**src/rtl/spi_stream_pkg.sv**
```systemverilog
// Shared definitions for the SPI stream receiver: SPI mode encodings,
// clock polarity/phase extraction and the input synchroniser depth.
package spi_stream_pkg;

    localparam logic [1:0] SPI_MODE0 = 2'd0;  // CPOL=0, CPHA=0
    localparam logic [1:0] SPI_MODE1 = 2'd1;  // CPOL=0, CPHA=1
    localparam logic [1:0] SPI_MODE2 = 2'd2;  // CPOL=1, CPHA=0
    localparam logic [1:0] SPI_MODE3 = 2'd3;  // CPOL=1, CPHA=1

    // Two metastability stages plus one history stage for edge detection.
    localparam int SYNC_DEPTH = 3;

    function automatic logic mode_cpol(input logic [1:0] mode);
        return mode[1];
    endfunction

    function automatic logic mode_cpha(input logic [1:0] mode);
        return mode[0];
    endfunction

endpackage

```
**src/rtl/spi_rx_fifo.sv**
```systemverilog
// First-word-fall-through receive FIFO. The head word lives in its own
// register so the output holds its last value when the FIFO runs empty.
module spi_rx_fifo
    import spi_stream_pkg::*;
#(
    parameter int WIDTH = 24,
    parameter int DEPTH = 16
) (
    input  logic                     clk,
    input  logic                     rst,
    input  logic                     i_push,
    input  logic [WIDTH-1:0]         i_push_data,
    input  logic                     i_ready,
    output logic [WIDTH-1:0]         o_data,
    output logic                     o_valid,
    output logic [$clog2(DEPTH):0]   o_level,
    output logic                     o_drop
);

    localparam int PTR_W = $clog2(DEPTH);
    localparam int LVL_W = PTR_W + 1;

    logic [WIDTH-1:0] r_mem [DEPTH];
    logic [PTR_W-1:0] r_wr_ptr;
    logic [PTR_W-1:0] r_rd_ptr;
    logic [LVL_W-1:0] r_level;
    logic [WIDTH-1:0] r_data;

    logic             w_pop;
    logic             w_full;
    logic             w_wr;
    logic [PTR_W-1:0] w_rd_ptr_next;
    logic [LVL_W-1:0] w_level_next;

    assign w_pop         = i_ready & (r_level != '0);
    assign w_full        = (r_level == LVL_W'(DEPTH));
    // A push into a full FIFO still fits when the head leaves in the same cycle.
    assign w_wr          = i_push & (~w_full | w_pop);
    assign o_drop        = i_push & ~w_wr;
    assign w_rd_ptr_next = r_rd_ptr + PTR_W'(w_pop);
    assign w_level_next  = r_level + LVL_W'(w_wr) - LVL_W'(w_pop);

    assign o_data  = r_data;
    assign o_valid = (r_level != '0);
    assign o_level = r_level;

    // Storage array write port.
    // NOTE: the array has no reset; contents are only read once written, and
    // leaving it out of reset lets it map onto RAM instead of flops.
    always_ff @(posedge clk) begin
        if (w_wr) begin
            r_mem[r_wr_ptr] <= i_push_data;
        end
    end

    // Pointer and occupancy bookkeeping.
    // NOTE: state is updated with <= so every flop sees pre-edge values,
    // matching what the hardware does regardless of statement order.
    always_ff @(posedge clk or posedge rst) begin
        if (rst) begin
            r_wr_ptr <= '0;
            r_rd_ptr <= '0;
            r_level  <= '0;
        end else begin
            if (w_wr) begin
                r_wr_ptr <= r_wr_ptr + 1'b1;
            end
            r_rd_ptr <= w_rd_ptr_next;
            r_level  <= w_level_next;
        end
    end

    // Head register: reload whenever the head entry changes, bypassing the
    // array when the incoming word becomes the new head.
    always_ff @(posedge clk or posedge rst) begin
        if (rst) begin
            r_data <= '0;
        end else if ((w_level_next != '0) && (w_pop || (r_level == '0))) begin
            if (w_wr && (r_wr_ptr == w_rd_ptr_next)) begin
                r_data <= i_push_data;
            end else begin
                r_data <= r_mem[w_rd_ptr_next];
            end
        end
    end

endmodule

```
**src/rtl/spi_stream_rx.sv**
```systemverilog
// SPI slave receiver feeding a FWFT FIFO. SPI pins are oversampled on
// sysclk; each completed word is echoed back on MISO during the next word.
module spi_stream_rx
    import spi_stream_pkg::*;
#(
    parameter int WORD_W     = 24,
    parameter int FIFO_DEPTH = 16,
    parameter int SPI_MODE   = 0
) (
    input  logic                          sysclk,
    input  logic                          rst,
    input  logic                          SCLK,
    input  logic                          MOSI,
    input  logic                          CS_n,
    output logic                          MISO,
    output logic [WORD_W-1:0]             m_data,
    output logic                          m_valid,
    input  logic                          m_ready,
    output logic [$clog2(FIFO_DEPTH):0]   fifo_level,
    output logic                          overflow,
    input  logic                          clr_ovf,
    output logic                          frame_err,
    output logic                          busy
);

    localparam logic [1:0]       MODE     = 2'(SPI_MODE);
    localparam logic             CPOL     = mode_cpol(MODE);
    localparam logic             CPHA     = mode_cpha(MODE);
    localparam int               CNT_W    = $clog2(WORD_W);
    localparam logic [CNT_W-1:0] LAST_BIT = CNT_W'(WORD_W - 1);
    localparam int               FLUSH_W  = $clog2(SYNC_DEPTH + 1);

    logic [SYNC_DEPTH-1:0] r_sclk_sync;
    logic [SYNC_DEPTH-1:0] r_cs_sync;
    logic [1:0]            r_mosi_sync;
    logic [FLUSH_W-1:0]    r_flush;
    logic                  r_armed;
    logic [CNT_W-1:0]      r_bit_cnt;
    logic [WORD_W-2:0]     r_shift;
    logic                  r_push;
    logic [WORD_W-1:0]     r_push_data;
    logic [WORD_W-1:0]     r_echo;
    logic                  r_frame_err;
    logic                  r_miso;
    logic                  r_overflow;

    logic              w_sclk_s2, w_sclk_s3, w_cs_s2, w_cs_s3, w_mosi_s2;
    logic              w_rise, w_fall, w_sample, w_launch;
    logic              w_cs_rise, w_cs_fall, w_busy, w_flushed, w_drop;
    logic [WORD_W-1:0] w_word;
    logic [CNT_W-1:0]  w_tx_idx;

    assign w_sclk_s2 = r_sclk_sync[SYNC_DEPTH-2];
    assign w_sclk_s3 = r_sclk_sync[SYNC_DEPTH-1];
    assign w_cs_s2   = r_cs_sync[SYNC_DEPTH-2];
    assign w_cs_s3   = r_cs_sync[SYNC_DEPTH-1];
    assign w_mosi_s2 = r_mosi_sync[1];

    assign w_rise    = w_sclk_s2 & ~w_sclk_s3;
    assign w_fall    = ~w_sclk_s2 & w_sclk_s3;
    // Modes 0/3 sample on rising SCLK, modes 1/2 on falling.
    assign w_sample  = (CPOL ^ CPHA) ? w_fall : w_rise;
    assign w_launch  = (CPOL ^ CPHA) ? w_rise : w_fall;
    assign w_cs_rise = w_cs_s2 & ~w_cs_s3;
    assign w_cs_fall = ~w_cs_s2 & w_cs_s3;
    assign w_flushed = (r_flush == FLUSH_W'(SYNC_DEPTH));
    assign w_busy    = r_armed & ~w_cs_s2;
    assign w_word    = {r_shift, w_mosi_s2};
    // Bit of the echo word due on MISO after r_bit_cnt samples of this word.
    assign w_tx_idx  = LAST_BIT - r_bit_cnt;

    assign MISO      = r_miso;
    assign busy      = w_busy;
    assign frame_err = r_frame_err;
    assign overflow  = r_overflow;

    // Input synchronisers; reset to the idle bus (deselected, SCLK at CPOL).
    always_ff @(posedge sysclk or posedge rst) begin
        if (rst) begin
            r_sclk_sync <= {SYNC_DEPTH{CPOL}};
            r_cs_sync   <= '1;
            r_mosi_sync <= '0;
        end else begin
            r_sclk_sync <= {r_sclk_sync[SYNC_DEPTH-2:0], SCLK};
            r_cs_sync   <= {r_cs_sync[SYNC_DEPTH-2:0], CS_n};
            r_mosi_sync <= {r_mosi_sync[0], MOSI};
        end
    end

    // Arm only once the synchronisers hold real pin values and CS_n is seen
    // high, so a frame already running at reset release is ignored.
    always_ff @(posedge sysclk or posedge rst) begin
        if (rst) begin
            r_flush <= '0;
            r_armed <= 1'b0;
        end else begin
            if (!w_flushed) begin
                r_flush <= r_flush + 1'b1;
            end
            if (w_flushed && w_cs_s2) begin
                r_armed <= 1'b1;
            end
        end
    end

    // Deserialiser: shift on sample edges, hand each full word to the FIFO
    // and keep a copy as the echo word for the next transfer.
    always_ff @(posedge sysclk or posedge rst) begin
        if (rst) begin
            r_bit_cnt   <= '0;
            r_shift     <= '0;
            r_push      <= 1'b0;
            r_push_data <= '0;
            r_echo      <= '0;
            r_frame_err <= 1'b0;
        end else begin
            r_push      <= 1'b0;
            r_frame_err <= r_armed & w_cs_rise & (r_bit_cnt != '0);
            if (!w_busy) begin
                r_bit_cnt <= '0;
            end else if (w_sample) begin
                r_shift <= w_word[WORD_W-2:0];
                if (r_bit_cnt == LAST_BIT) begin
                    r_bit_cnt   <= '0;
                    r_push      <= 1'b1;
                    r_push_data <= w_word;
                    r_echo      <= w_word;
                end else begin
                    r_bit_cnt <= r_bit_cnt + 1'b1;
                end
            end
        end
    end

    // MISO driver: MSB at select time for CPHA=0, otherwise on launch edges.
    always_ff @(posedge sysclk or posedge rst) begin
        if (rst) begin
            r_miso <= 1'b0;
        end else if (!w_busy) begin
            r_miso <= 1'b0;
        end else if (w_cs_fall && !CPHA) begin
            r_miso <= r_echo[WORD_W-1];
        end else if (w_launch) begin
            r_miso <= r_echo[w_tx_idx];
        end
    end

    // Sticky overflow; a fresh drop wins over a simultaneous clear.
    always_ff @(posedge sysclk or posedge rst) begin
        if (rst) begin
            r_overflow <= 1'b0;
        end else if (w_drop) begin
            r_overflow <= 1'b1;
        end else if (clr_ovf) begin
            r_overflow <= 1'b0;
        end
    end

    spi_rx_fifo #(
        .WIDTH (WORD_W),
        .DEPTH (FIFO_DEPTH)
    ) u_fifo (
        .clk         (sysclk),
        .rst         (rst),
        .i_push      (r_push),
        .i_push_data (r_push_data),
        .i_ready     (m_ready),
        .o_data      (m_data),
        .o_valid     (m_valid),
        .o_level     (fifo_level),
        .o_drop      (w_drop)
    );

endmodule

```
**config.mk**
```make
export PLATFORM = sky130hd
export DESIGN_NAME = spi_stream_rx
export DESIGN_NICKNAME = d
export VERILOG_FILES = /design/src/rtl/spi_stream_pkg.sv /design/src/rtl/spi_rx_fifo.sv /design/src/rtl/spi_stream_rx.sv
export SDC_FILE = /design/constraint.sdc
export NUM_CORES = 1
export LEC_CHECK = 0
export BUFFER_PORTS_ARGS = -buffer_cell sky130_fd_sc_hd__buf_4
export CAP_MARGIN = 15
export CELL_PAD_IN_SITES_DETAIL_PLACEMENT = 1
export CELL_PAD_IN_SITES_GLOBAL_PLACEMENT = 2
export CORE_MARGIN = 5
export CORE_UTILIZATION = 45
export CTS_BUF_LIST = sky130_fd_sc_hd__clkbuf_8
export DETAILED_ROUTE_END_ITERATION = 12
export PLACE_DENSITY = 0.75
export SYNTH_ARGS = -nofsm -noshare
export SYNTH_HDL_FRONTEND = slang
export SYNTH_HIERARCHICAL = 1
export SYNTH_SLANG_ARGS = --single-unit
```
**constraint.sdc**
```tcl
create_clock -name sysclk -period 5.47 [get_ports sysclk]
set_input_delay 1.094 -clock sysclk [delete_from_list [all_inputs] [get_ports sysclk]]
set_output_delay 1.094 -clock sysclk [all_outputs]
set_load 0.02 [all_outputs]
```
Yosys cells after proc, flatten, opt, wreduce, memory -nomap -nowiden:

Memories as Yosys holds them, arrays and structs flattened. A register that Yosys moved wholly into a read port is not among the register bits.
Index checks and enable logic that the tools add are counted.

* register bits: 80
* memories kept: 1
* latch bits: 0
* bits in writable memories: 384
* bits in read-only memories: 0
* output and inout bits: 34
* bits of input ports: 7

Memories
* u_fifo.r_mem: words 16, bits a word 24, read ports 1, clocked after memory_dff 1, write ports 1, line spi_rx_fifo.sv:23 `logic [WIDTH-1:0] r_mem [DEPTH];`

* $add $sub $neg: 7
* equality and inequality tests: 5
* div/mod/pow operators: 0
* bitwise operators: 17
* muxes and demuxes: 15
* $lt $le $gt $ge: 1
* reductions and logical operators: 10
* multipliers: 0
* shifts and indexed selects: 0

Operators by type and width (number)
* $mux 5: 3
* $reduce_bool 5->1: 3
* $mux 1: 11
* $and 1x1->1: 10
* $eq 5x5->1 const B: 2
* $lt 5x6->1 const B: 1
* $not 1->1: 6
* $add 5x1->5: 1
* $add 5x1->5 const B: 1
* $bmux 1 s5: 1
* $logic_not 5->1: 1
* $sub 5x1->5: 1
* $sub 5x5->5 const A: 1
* $add 4x1->4: 1
* $add 4x1->4 const B: 1
* $ne 3x1->1 const B: 1
* $reduce_and 3->1: 1
* $add 2x1->2 const B: 1
* $eq 2x2->1 const B: 1
* $logic_and 1x1->1: 2
* $ne 2x1->1 const B: 1
* $reduce_and 2->1: 1
* $reduce_bool 2->1: 1
* $logic_or 1x1->1: 1
* $or 1x1->1: 1

Depth between registers and ports, before layout:

Gate-level depths: netlist of the first run.

* depth after elaboration: 8
* gate-level depth with buffers: 18
* gate-level depth less buffers: 15

Modules after synthesis:

The synthesis of the first run kept the hierarchy.

Modules (own cells, without submodules)
* spi_rx_fifo: times used 1, area each 16682.2 µm², cells each 754
* spi_stream_rx: times used 1, area each 2882.8 µm², cells each 181

Worst setup path before layout of the first run:

No wires, ideal clock.

* path kind: in2reg
* from: input m_ready
* to: register u_fifo.r_data[0] (netlist: u_fifo/o_data[0]), read port of u_fifo.r_mem
* required time: 5.345 ns
* arrival time: 4.117 ns
* cell stages on the path: 13
* setup time: 0.125 ns
* buffers on the path: 3
* setup slack: 1.228 ns
* path through: or3b_1 > and2_1 > clkbuf_1 > inv_1 > ha_1 > inv_1 > ha_1 > fa_1 > or3_1 > o32a_1 > buf_2 > clkbuf_1 > mux2_2

* cells in the longest elaborated chain, start to end: 7
* elaborated cells between the ends (all ways): 9

Ends and longest elaborated chain
* start: declaration: line spi_stream_rx.sv:18 `input logic m_ready,`
* $and 1x1->1 *: line spi_rx_fifo.sv:35 `assign w_pop = i_ready & (r_level != '0);`
* $or 1x1->1: line spi_rx_fifo.sv:38 `assign w_wr = i_push & (~w_full | w_pop);`
* $and 1x1->1: line spi_rx_fifo.sv:38
* $add 5x1->5: line spi_rx_fifo.sv:41 `assign w_level_next = r_level + LVL_W'(w_wr) - LVL_W'(w_pop);`
* $sub 5x1->5 *: line spi_rx_fifo.sv:41
* net u_fifo.w_level_next[1]: line spi_rx_fifo.sv:33 `logic [LVL_W-1:0] w_level_next;`
* $reduce_bool 5->1 *: line spi_rx_fifo.sv:78 `end else if ((w_level_next != '0) && (w_pop || (r_level == '0))) begin`
* $logic_and 1x1->1 *: line spi_rx_fifo.sv:78
* end: declaration: line spi_rx_fifo.sv:27 `logic [WIDTH-1:0] r_data;`

Mark *: on every way through the listed nets, which the timed path passes. The rest lies on a longest branch.
A chain may end at the register's enable or synchronous reset.

Worst setup path after layout of the first run:

* from: register u_fifo.r_level[2] (netlist: u_fifo/o_level[2])
* to: register u_fifo.r_data[10] (netlist: u_fifo/o_data[10]), read port of u_fifo.r_mem

* cells in the longest elaborated chain, start to end: 8
* elaborated cells between the ends (all ways): 13

Ends and longest elaborated chain
* start: declaration: line spi_rx_fifo.sv:26 `logic [LVL_W-1:0] r_level;`
* start signal: assignment: line spi_rx_fifo.sv:69 `r_level <= w_level_next;`
* $reduce_bool 5->1 / $eq 5x5->1 (equally long branches): line spi_rx_fifo.sv:35, spi_rx_fifo.sv:36
* $and 1x1->1 / $not 1->1 (equally long branches): line spi_rx_fifo.sv:35, spi_rx_fifo.sv:38
* $or 1x1->1: line spi_rx_fifo.sv:38
* $and 1x1->1: line spi_rx_fifo.sv:38
* $add 5x1->5: line spi_rx_fifo.sv:41
* $sub 5x1->5 *: line spi_rx_fifo.sv:41
* net u_fifo.w_level_next[4]: line spi_rx_fifo.sv:33
* $reduce_bool 5->1 *: line spi_rx_fifo.sv:78
* $logic_and 1x1->1 *: line spi_rx_fifo.sv:78

Marks and branches as above.

==> results.cfg, run 1 <==
[pwr]
peakVddDrop_mv = 0.355
p_sw_share_pct = 28.9
power.density_nw_per_um2 = 410
total_power_mw = 9.07
switchingPower_mw = 2.62
leakage_nw = 8.50
p_comb_share_pct = 22.2
seqPwrFrac_pct = 45.7
clockPowerShare_pct = 32.1
intPower_mw = 6.45

[timing]
max-slew-margin-rel_pct = 30.9
report.final.setup_viol = 0
fin_crit_sh_pct = 83.4
fin_skew_ns = 0.0238
fmax_mhz = 219
rsz0062_at_grt = false
tightestPinTransition_ns = 1.04
tns_ns = 0
hold_violations = 0
slew_violations = 0
fin_crit_ns = 4.56

[detailed_routing]
post_drt_wl_per_cell_um = 24.6
vias_per_cell = 5.43
vias = 9194
ant_nets = 0
drcViolationCount = 0
postRouteWirelength_um = 41600
drt_iter0_drc = 514
dr.pass1.iters = 5

[worst_setup_path]
arrival_ns = 5.04
crit_slowest_cell = o32a_1
critPathMaxFanout = 14
slowest_delay_ns = 0.65
crit_type = reg2reg
worst_r2r_path_depth = 16
worstReg2RegStart = u_fifo/o_level[2]
worstSetupStartpointType = register
critPathCaptureType = register
timing.critical_path.buf_inv = 4
critical_path.cell_chain = inv_1, ha_1, or3b_1, or3b_1, and2_1, inv_1, ha_1, inv_1, ha_1, fa_1, a21oi_1, o21bai_1, xnor2_1, o32a_1, buf_4, mux2_2
reg2reg_to = u_fifo/o_data[10]
crit_family = simple AND/OR/NAND/NOR gates
rrSetupSlack_ns = 0.91
worst-path-stages = 16
cp.required_ns = 5.95

[cts]
cts.hold.buffers_added = 0
cts_buffers = 80
clkSlewWorstSetupHoldPaths_ns = 0.06
insertion_delay_ns = 0.62
cts-root-buf = clkbuf_8
h-tree-depth = 3
cts.repair.resized = 0
cts.path.max_buffers = 3
postCtsSetupBuffers = 0
cts_tree = yes
clkSinkCount = 488

[run]
drv_cap = 0

[floorplan]
initial_utilization_pct = 45.4
num_rows = 76
die_w_um = 219
die_h_um = 219
die-area_um2 = 47700
coreArea_um2 = 43100
ios = 41

[synth]
yosysWarnings = 6
netlist_top_cells_count = edfxtp_1 (384), mux4_2 (102), dfrtp_1 (101)
ys_types = 50
synth.top_cell.area_share_pct = 58.9
synth_edf_count = 384
syn_nets = 959
synth.area.top_cells = edfxtp_1 (59%), dfrtp_1 (13%), mux4_2 (12%), mux2i_1 (3.8%), mux2_2 (3.8%)
synth_area_um2 = 19600
ys_ff_latch = 488
avgSynthCellArea_um2 = 20.9
syn-instance-count = 935
synthFlopType = edfxtp_1
async_flop_share_pct = 21.3
yosysMostFrequentCell = edfxtp_1
seq_area_frac_synth_pct = 72.3
synth_top_area_cell = edfxtp_1

[global_route]
grt_usage_pct = 17.9
grt_max_degree = 73
grt_pass1_wl_um = 63700
globalRoute.totalOverflow = 0
grt_pass1_vias = 10200
antenna_found_initial = 1

[layout]
area_growth_pct = 13.1
drive_above_1_share_pct = 35.5
stdcell_area_um2 = 22100
multiInputGateArea_um2 = 5150
seqCellArea_um2 = 14100
nNetsFinal = 1064
fillCellCount = 3871
fin_util_pct = 51.4

[placement]
hpwlAfterDp_um = 23000
place.port_buffers = 40
gp_congestion = 0.711
placed_area_um2 = 20600

[min_path]
hold_end = r_mosi_sync[1]
hold_depth = 0
hold_class = reg2reg
holdCritStartpoint = r_mosi_sync[0]

[run_status]
status = completed
==> power by group through the flow <==
| stage | Combinational (mW) | Clock (mW) | Sequential (mW) |
|---|---|---|---|
| 6_report | 2.01 | 2.92 | 4.14 |
| 5_1_grt | 2.14 | 3.22 | 4.16 |
| 4_1_cts | 2.08 | 3.02 | 4.15 |
| 3_5_place_dp | 2.07 | 0 | 4.22 |
| 3_3_place_gp | 2.05 | 0 | 4.22 |
| 2_1_floorplan | 1.49 | 0 | 4.25 |
==> sequential cells by signal (all words and copies together), names as in the netlist, 4 cells and up <==
name	cells
r_bit_cnt	5
r_echo	24
r_shift	23
u_fifo/o_data	24
u_fifo/o_level	5
u_fifo/r_mem	384
u_fifo/r_rd_ptr	4
u_fifo/r_wr_ptr	4
==> how the worst max path moves through the flow <==
stage / start / endpoint / slack (ns)
6_report: u_fifo/o_level[2] / u_fifo/o_data[10] / 0.91
5_1_grt: u_fifo/o_level[2] / u_fifo/o_data[20] / 0.59
4_1_cts: u_fifo/o_level[2] / u_fifo/o_data[20] / 0.85
3_5_place_dp: m_ready / u_fifo/o_data[11] / 0.63
3_3_place_gp: m_ready / u_fifo/o_data[10] / 0.70
2_1_floorplan: m_ready / u_fifo/o_data[0] / 1.23
==> cells by family after synthesis <==
kind of cell,count (synthesis),synth area share [%]
buffers and inverters,65,1.94
DFF,488,72.3
muxes,273,21.5
and+or+nand+nor,59,1.75
xor gates and xnor gates,17,0.870
adders and majority gates,17,1.13
AOI/OAI and AO/OA,16,0.569
==> layout make-up <==
cell class                 instances  area share, %
clock inverter                    64           1.41
tap                              585           3.31
sequential                       488           63.9
multi-input combinational        382           23.3
antenna                            1         0.0113
inverter                          19          0.328
timing repair buffer              69           2.45
clock buffer                      85           5.29
==> cell usage in the layout (no fill, tap or decap), types with 4 or more instances in the layout <==
master and count:
nand2_1 11, nor2_2 12, ha_1 14, mux2i_1 75
clkinv_1 14, nand3_1 6, edfxtp_1 384, inv_1 47
a21o_1 4, mux4_2 102, xor2_1 6, clkinv_2 14
dfrtp_1 101, nor3_2 4, clkbuf_8 85, mux2_1 10
mux2_4 20, nor2_1 6, buf_4 67, mux2_2 66
xnor2_1 8
==> stage by stage <==
| stage | std cells | setup slack, ns | hold WS (ns) |
|---|---|---|---|
| 5_1_grt | 1693 | 0.595 | 0.354 |
| 3_3_place_gp | 1543 | 0.704 | 0.337 |
| 6_report | 1693 | 0.910 | 0.348 |
| 4_1_cts | 1692 | 0.847 | 0.350 |
| 3_5_place_dp | 1543 | 0.631 | 0.336 |
| 2_1_floorplan | 935 | 1.23 | 0.331 |
==> routing by layer <==
| layer | wire [um] | up-vias | track usage [%] | part of all wire, % |
|---|---|---|---|---|
| met5 | 0 | - | 0 | 0 |
| met4 | 667 | 0 | 5.17 | 1.6 |
| met3 | 1650 | 53 | 3.01 | 4.0 |
| met2 | 21100 | 196 | 30.2 | 51 |
| met1 | 18300 | 4959 | 24.2 | 44 |
| li1 | - | 3986 | - | - |
==> worst reg2reg max path, delay by kind of cell (launching register included) <==
kind / cells / cell delay [ns]
adder cells (fa/ha/maj): 4 / 0.90
flip-flops: 1 / 0.39
AO/OA/AOI/OAI: 3 / 0.90
buffers and inverters: 4 / 0.62
AND/OR/NAND/NOR: 3 / 1.06
multiplexers: 1 / 0.39
XOR/XNOR: 1 / 0.21
No activity file was read; power rests on OpenSTA's default activity.
==> run 2, diff against run 1 <==
--- a/config.mk
+++ b/config.mk
@@ -5,15 +5,16 @@
 export SDC_FILE = /design/constraint.sdc
 export NUM_CORES = 1
 export LEC_CHECK = 0
+export ABC_AREA = 1
 export BUFFER_PORTS_ARGS = -buffer_cell sky130_fd_sc_hd__buf_4
 export CAP_MARGIN = 15
 export CELL_PAD_IN_SITES_DETAIL_PLACEMENT = 1
 export CELL_PAD_IN_SITES_GLOBAL_PLACEMENT = 2
 export CORE_MARGIN = 5
-export CORE_UTILIZATION = 45
+export CORE_UTILIZATION = 39
 export CTS_BUF_LIST = sky130_fd_sc_hd__clkbuf_8
 export DETAILED_ROUTE_END_ITERATION = 12
-export PLACE_DENSITY = 0.75
+export PLACE_DENSITY = 0.8
 export SYNTH_ARGS = -nofsm -noshare
 export SYNTH_HDL_FRONTEND = slang
 export SYNTH_HIERARCHICAL = 1
==> constraint.sdc (replaced) <==
create_clock -name sysclk -period 4 [get_ports sysclk]
set_input_delay 0.8 -clock sysclk [delete_from_list [all_inputs] [get_ports sysclk]]
set_output_delay 0.8 -clock sysclk [all_outputs]
set_load 0.02 [all_outputs]
==> results.cfg, run 2 <==
[run_status]
status = completed

[synth]
async_flop_share_pct = 21.3
yosysWarnings = 6
yosysMostFrequentCell = nand2_1
synth.area.top_cells = edfxtp_1 (53%), dfrtp_1 (12%), nand2_1 (11%), nand3_1 (8.4%), inv_1 (6.6%)
synth_area_um2 = 21600
netlist_top_cells_count = nand2_1 (642), edfxtp_1 (384), inv_1 (377)
ys_types = 38
ys_ff_latch = 488
synth_top_area_cell = edfxtp_1
synthFlopType = edfxtp_1
synth.top_cell.area_share_pct = 53.5
syn_nets = 2178
syn-instance-count = 2154
synth_edf_count = 384
seq_area_frac_synth_pct = 65.6
avgSynthCellArea_um2 = 10.0

[layout]
largest-register = u_fifo/r_mem
fillCellCount = 6127
final_cell_mix = nand2_1 (642), inv_1 (404), edfxtp_1 (384)
fin_util_pct = 44.5
seqCellArea_um2 = 14100
final_common_cell = nand2_1
drive_above_1_share_pct = 11.1
largest_register_ffs = 384
area_growth_pct = 13.2
multiInputGateArea_um2 = 5500
finalNonFillerCells = 2986
nNetsFinal = 2236

[timing]
hold_violations = 0
rsz0062_at_grt = false
tightestPinTransition_ns = 1.02
whs_ns = 0.251
slew_violations = 0
fmax_mhz = 279
fin_skew_ns = 0.0304
fin_crit_ns = 3.58
max-slew-margin-rel_pct = 31.8
report.final.setup_viol = 0
fin_crit_sh_pct = 89.6
tns_ns = 0

[worst_setup_path]
critPathMaxFanout = 24
worstSetupStartpointType = register
critical_path.cell_chain = inv_1, ha_1, nand3_1, nand2_1, inv_1, ha_1, inv_1, ha_1, fa_1, or2_1, nor2_1, nand3_1, nor2_2, nor2_4, inv_4, nand2_1, nand2_1
crit_slowest_cell = fa_1
arrival_ns = 4.16
critPathCaptureType = register
slowest_delay_ns = 0.49
cp.required_ns = 4.58
crit_type = reg2reg

[global_route]
antenna_found_initial = 2
grt_pass1_wl_um = 95000
grt_max_degree = 150
grt_pass1_vias = 16300
grt_usage_pct = 20.6
globalRoute.totalOverflow = 0

[cts]
h-tree-depth = 3
clkSlewWorstSetupHoldPaths_ns = 0.06
cts.path.max_buffers = 3
cts-root-buf = clkbuf_8
insertion_delay_ns = 0.67
cts_tree = yes
cts_buffers = 84
clkSinkCount = 488
postCtsSetupBuffers = 0

[placement]
place.port_buffers = 40
gp_congestion = 0.775
dp.cells = 2829
hpwlAfterDp_um = 35100

[min_path]
hold_class = in2reg

[pwr]
clockPowerShare_pct = 26.7
switchingPower_mw = 6.67
p_comb_share_pct = 38.1
power.density_nw_per_um2 = 678
total_power_mw = 16.5
peakVddDrop_mv = 0.854
seqPwrFrac_pct = 35.2
intPower_mw = 9.86
p_sw_share_pct = 40.3
leakage_nw = 10.5

[floorplan]
die_h_um = 245
coreArea_um2 = 54900
ios = 41
die-area_um2 = 60100
die_w_um = 245
initial_utilization_pct = 39.3
num_rows = 86

[detailed_routing]
post_drt_wl_per_cell_um = 20.9
drcViolationCount = 0
postRouteWirelength_um = 62400
drt_iter0_drc = 873
ant_nets = 0
vias = 15300
dr.pass1.iters = 5
vias_per_cell = 5.11

[run]
drv_cap = 0
[run 2: changes by cell type after synthesis, moves of 24 or more]
| cell | delta |
|---|---|
| mux2_2 | -65 |
| nand2_1 | +631 |
| nor2_1 | +24 |
| nand3_1 | +355 |
| inv_1 | +358 |
| mux2i_1 | -75 |
| nand4_1 | +26 |
| buf_2 | +44 |
| mux4_2 | -102 |
[run 2: critical path, delay by kind of cell (launching register included)]
kind	cells	cell delay, ns
fa+ha+maj	4	1.16
simple gates	9	1.39
buf+inv	4	0.54
flops	1	0.39
[run 2: power groups by stage]
| stage | Sequential, mW | Combinational (mW) | Clock (mW) |
|---|---|---|---|
| after floorplan | 5.98 | 4.19 | 0 |
| final | 5.82 | 6.30 | 4.41 |
| after global routing | 5.84 | 6.96 | 4.78 |
| after global placement | 5.93 | 6.14 | 0 |
| after detailed placement | 5.93 | 6.30 | 0 |
| after CTS | 5.83 | 6.32 | 4.53 |
[run 2: area by class of cell]
cell class	count	share of cell area (%)
Multi-Input combinational cell	1176	22.6
Antenna cell	1	0.0103
Tap cell	704	3.61
Timing Repair Buffer	76	3.11
Sequential cell	488	57.9
Clock buffer	101	5.70
Inverter	386	5.99
Clock inverter	54	1.07
[run 2: worst paths after layout]
kind | startpoint | endpoint | slack (ns) | cells after the start
worst max-delay path | u_fifo/o_level[3] | u_fifo/o_data[15] | 0.42 | 17
worst min register to register | r_sclk_sync[0] | r_sclk_sync[1] | 0.35 | 0
worst min-delay path | CS_n | r_cs_sync[0] | 0.25 | 1
min in group asynchronous | rst | overflow | 0.33 | 2
max in group asynchronous | rst | r_echo[10] | 2.85 | 3
worst max register to register | u_fifo/o_level[3] | u_fifo/o_data[15] | 0.42 | 17
[run 2: cells by family (layout without fill, tap and decap cells)]
logic type      count (synthesis)  count (layout)  synth area share, %
compound gates                 61              61                 1.68
xor+xnor                        7               7                0.284
fa+ha+maj                      17              17                 1.02
buf+inv                       491             617                 9.62
flops                         488             488                 65.6
mux                             2               2                0.122
other cells                     0               1                    0
simple gates                 1088            1089                 21.7
[run 2: what timing repair did]
item / 4_1_cts / 5_1_grt
gates resized for setup: 0 / 2
endpoints found under the setup margin: 0 / 24
hold buffers: 0 / 0
[run 2: layer usage]
metal  track usage [%]  wire length [um]  vias up
met3              3.05              2500      122
met2              37.2             32000      312
met1              24.9             26000     7755
met4              7.81              1960        0
met5                 0                 0        -
li1                  -                 -     7083
[run 2: through the flow]
stage / area, um2 / worst slack [ns]
final: 24400 / 0.416
after global routing: 24400 / 0.205
after CTS: 24400 / 0.0277
after detailed placement: 22700 / -0.197
after global placement: 22700 / -0.0772
after floorplan: 21600 / 0.614
==> run 3, diff against run 2 <==
==> constraint.sdc (replaced) <==
create_clock -name sysclk -period 3.2 [get_ports sysclk]
set_input_delay 0.64 -clock sysclk [delete_from_list [all_inputs] [get_ports sysclk]]
set_output_delay 0.64 -clock sysclk [all_outputs]
set_load 0.02 [all_outputs]
==> results.cfg, run 3 (synthesis gave the netlist of run 2 again) <==
[run_status]
status = completed

[floorplan]
die_h_um = 245
die_w_um = 245
ios = 41
initial_utilization_pct = 39.3
num_rows = 86
die-area_um2 = 60100
coreArea_um2 = 54900

[layout]
final_common_cell = nand2_1
area_growth_pct = 14.5
largest-register = u_fifo/r_mem
final_cell_mix = nand2_1 (642), inv_1 (415), edfxtp_1 (384)
largest_register_ffs = 384
fin_util_pct = 45.0
stdcell_area_um2 = 24700
drive_above_1_share_pct = 12.1
nNetsFinal = 2263

[global_route]
antenna_found_initial = 1
grtUsageMet2_pct = 35.6
grt_pass1_vias = 16100
gr-usage-met3_pct = 3.56
grt_usage_pct = 20.6
gr-max-usage-layer = met2
grt_pass1_wl_um = 95200
use_met1_pct = 26.5
grt_max_degree = 100
globalRoute.totalOverflow = 0

[cts]
clkSinkCount = 488
clkSlewWorstSetupHoldPaths_ns = 0.06
cts.path.max_buffers = 3
h-tree-depth = 3
insertion_delay_ns = 0.66
cts_buffers = 86
cts_tree = yes
cts-root-buf = clkbuf_8

[pwr]
clockPowerShare_pct = 26.9
p_sw_share_pct = 39.7
seqPwrFrac_pct = 34.6
power.density_nw_per_um2 = 851
peakVddDrop_mv = 0.694
intPower_mw = 12.7
leakage_nw = 10.8
switchingPower_mw = 8.35
p_comb_share_pct = 38.5

[worst_setup_path]
worstReg2RegStart = u_fifo/o_level[3]
timing.critical_path.buf_inv = 4
startpoint = u_fifo/o_level[3]
worst-path-stages = 18
worst_r2r_path_depth = 18
critPathCaptureType = register
crit_type = reg2reg
cp.required_ns = 3.72
rrSetupSlack_ns = 0.18
slowest_delay_ns = 0.42
crit_slowest_cell = fa_1
critPathMaxFanout = 10
reg2reg_to = u_fifo/o_data[3]
worstSetupStartpointType = register
critical_path.cell_chain = inv_2, ha_4, nand2_1, nor2_2, nor2_4, inv_1, ha_1, inv_1, ha_2, fa_1, or2_1, nor2_1, nand3_1, nor2_2, nor2_4, buf_4, nand3_1, nand2_1
crit_family = simple AND/OR/NAND/NOR gates
arrival_ns = 3.54
endpoint = u_fifo/o_data[3]

[detailed_routing]
post_drt_wl_per_cell_um = 20.6
vias_per_cell = 5.12
postRouteWirelength_um = 62000
drt_iter0_drc = 981
ant_nets = 0
drcViolationCount = 0
dr.pass1.iters = 5
vias = 15400

[timing]
max-slew-margin-rel_pct = 37.9
fin_skew_ns = 0.0304
fin_crit_sh_pct = 94.4
slew_violations = 0
report.final.setup_viol = 0
hold_violations = 0
tightestPinTransition_ns = 0.932
fin_crit_ns = 3.02
fmax_mhz = 331

[placement]
gp_congestion = 0.816
hpwlAfterDp_um = 37700
placed_area_um2 = 22900
place.port_buffers = 40

[min_path]
holdCritStartpoint = MOSI
hold_class = in2reg

[run]
drv_cap = 0
## run 3: stage by stage
stage          TNS [ns]  setup slack, ns  cells  hold slack (ns)  power, mW
3_5_place_dp      -1.70           -0.100   2852            0.341       15.4
4_1_cts               0           0.0306   3010           0.0184       21.2
2_1_floorplan         0           0.0698   2154            0.331       12.7
3_3_place_gp          0           0.0462   2852            0.333       15.2
6_report              0            0.178   3014           0.0976       21.0
5_1_grt        -0.00311         -0.00311   3013           0.0397       22.3
## run 3: cell type report
cell class                 instances  area [um2]
antenna                            1        2.50
clock buffer                      98        1350
clock inverter                    60         342
fill                            6151       30200
inverter                         386        1460
multi-input combinational       1175        5520
sequential                       488       14100
tap                              704         881
timing repair buffer             102         991
## run 3: repair_timing
item / in CTS / in global routing
resized for setup: 1 / 7
cloned: 0 / 0
setup endpoints to repair: 1 / 24
pin swaps: 0 / 3
endpoints found under the hold margin: 0 / 0
buffers inserted: 0 / 3
hold buffers: 0 / 0
## run 3: worst reg2reg max path: stages, from the launching register on
cell and delay, ns:
dfrtp_2 0.41, inv_2 0.09, ha_4 0.13, nand2_1 0.08
nor2_2 0.17, nor2_4 0.06, inv_1 0.05, ha_1 0.22
inv_1 0.07, ha_2 0.19, fa_1 0.42, or2_1 0.24
nor2_1 0.10, nand3_1 0.09, nor2_2 0.17, nor2_4 0.08
buf_4 0.18, nand3_1 0.08, nand2_1 0.07
## run 3: metal layers
layer	wire length, um	up-vias
met4	1290	0
met3	2850	89
met2	31100	321
met1	26700	7896
li1	-	7125
met5	0	-
## run 3: how the worst min path moves through the flow
stage / end / cells after the start
2_1_floorplan: r_mosi_sync[1] / 0
3_3_place_gp: r_mosi_sync[1] / 0
3_5_place_dp: r_mosi_sync[1] / 0
4_1_cts: r_mosi_sync[0] / 1
5_1_grt: r_mosi_sync[0] / 1
6_report: r_mosi_sync[0] / 1
## run 3: power groups by stage
stage / clock network [mW] / logic, mW / registers [mW]
floorplan: 0 / 5.19 / 7.47
global placement: 0 / 7.83 / 7.39
finish: 5.66 / 8.08 / 7.27
detailed placement: 0 / 8.04 / 7.40
global route: 6.16 / 8.86 / 7.29
CTS: 5.83 / 8.08 / 7.27
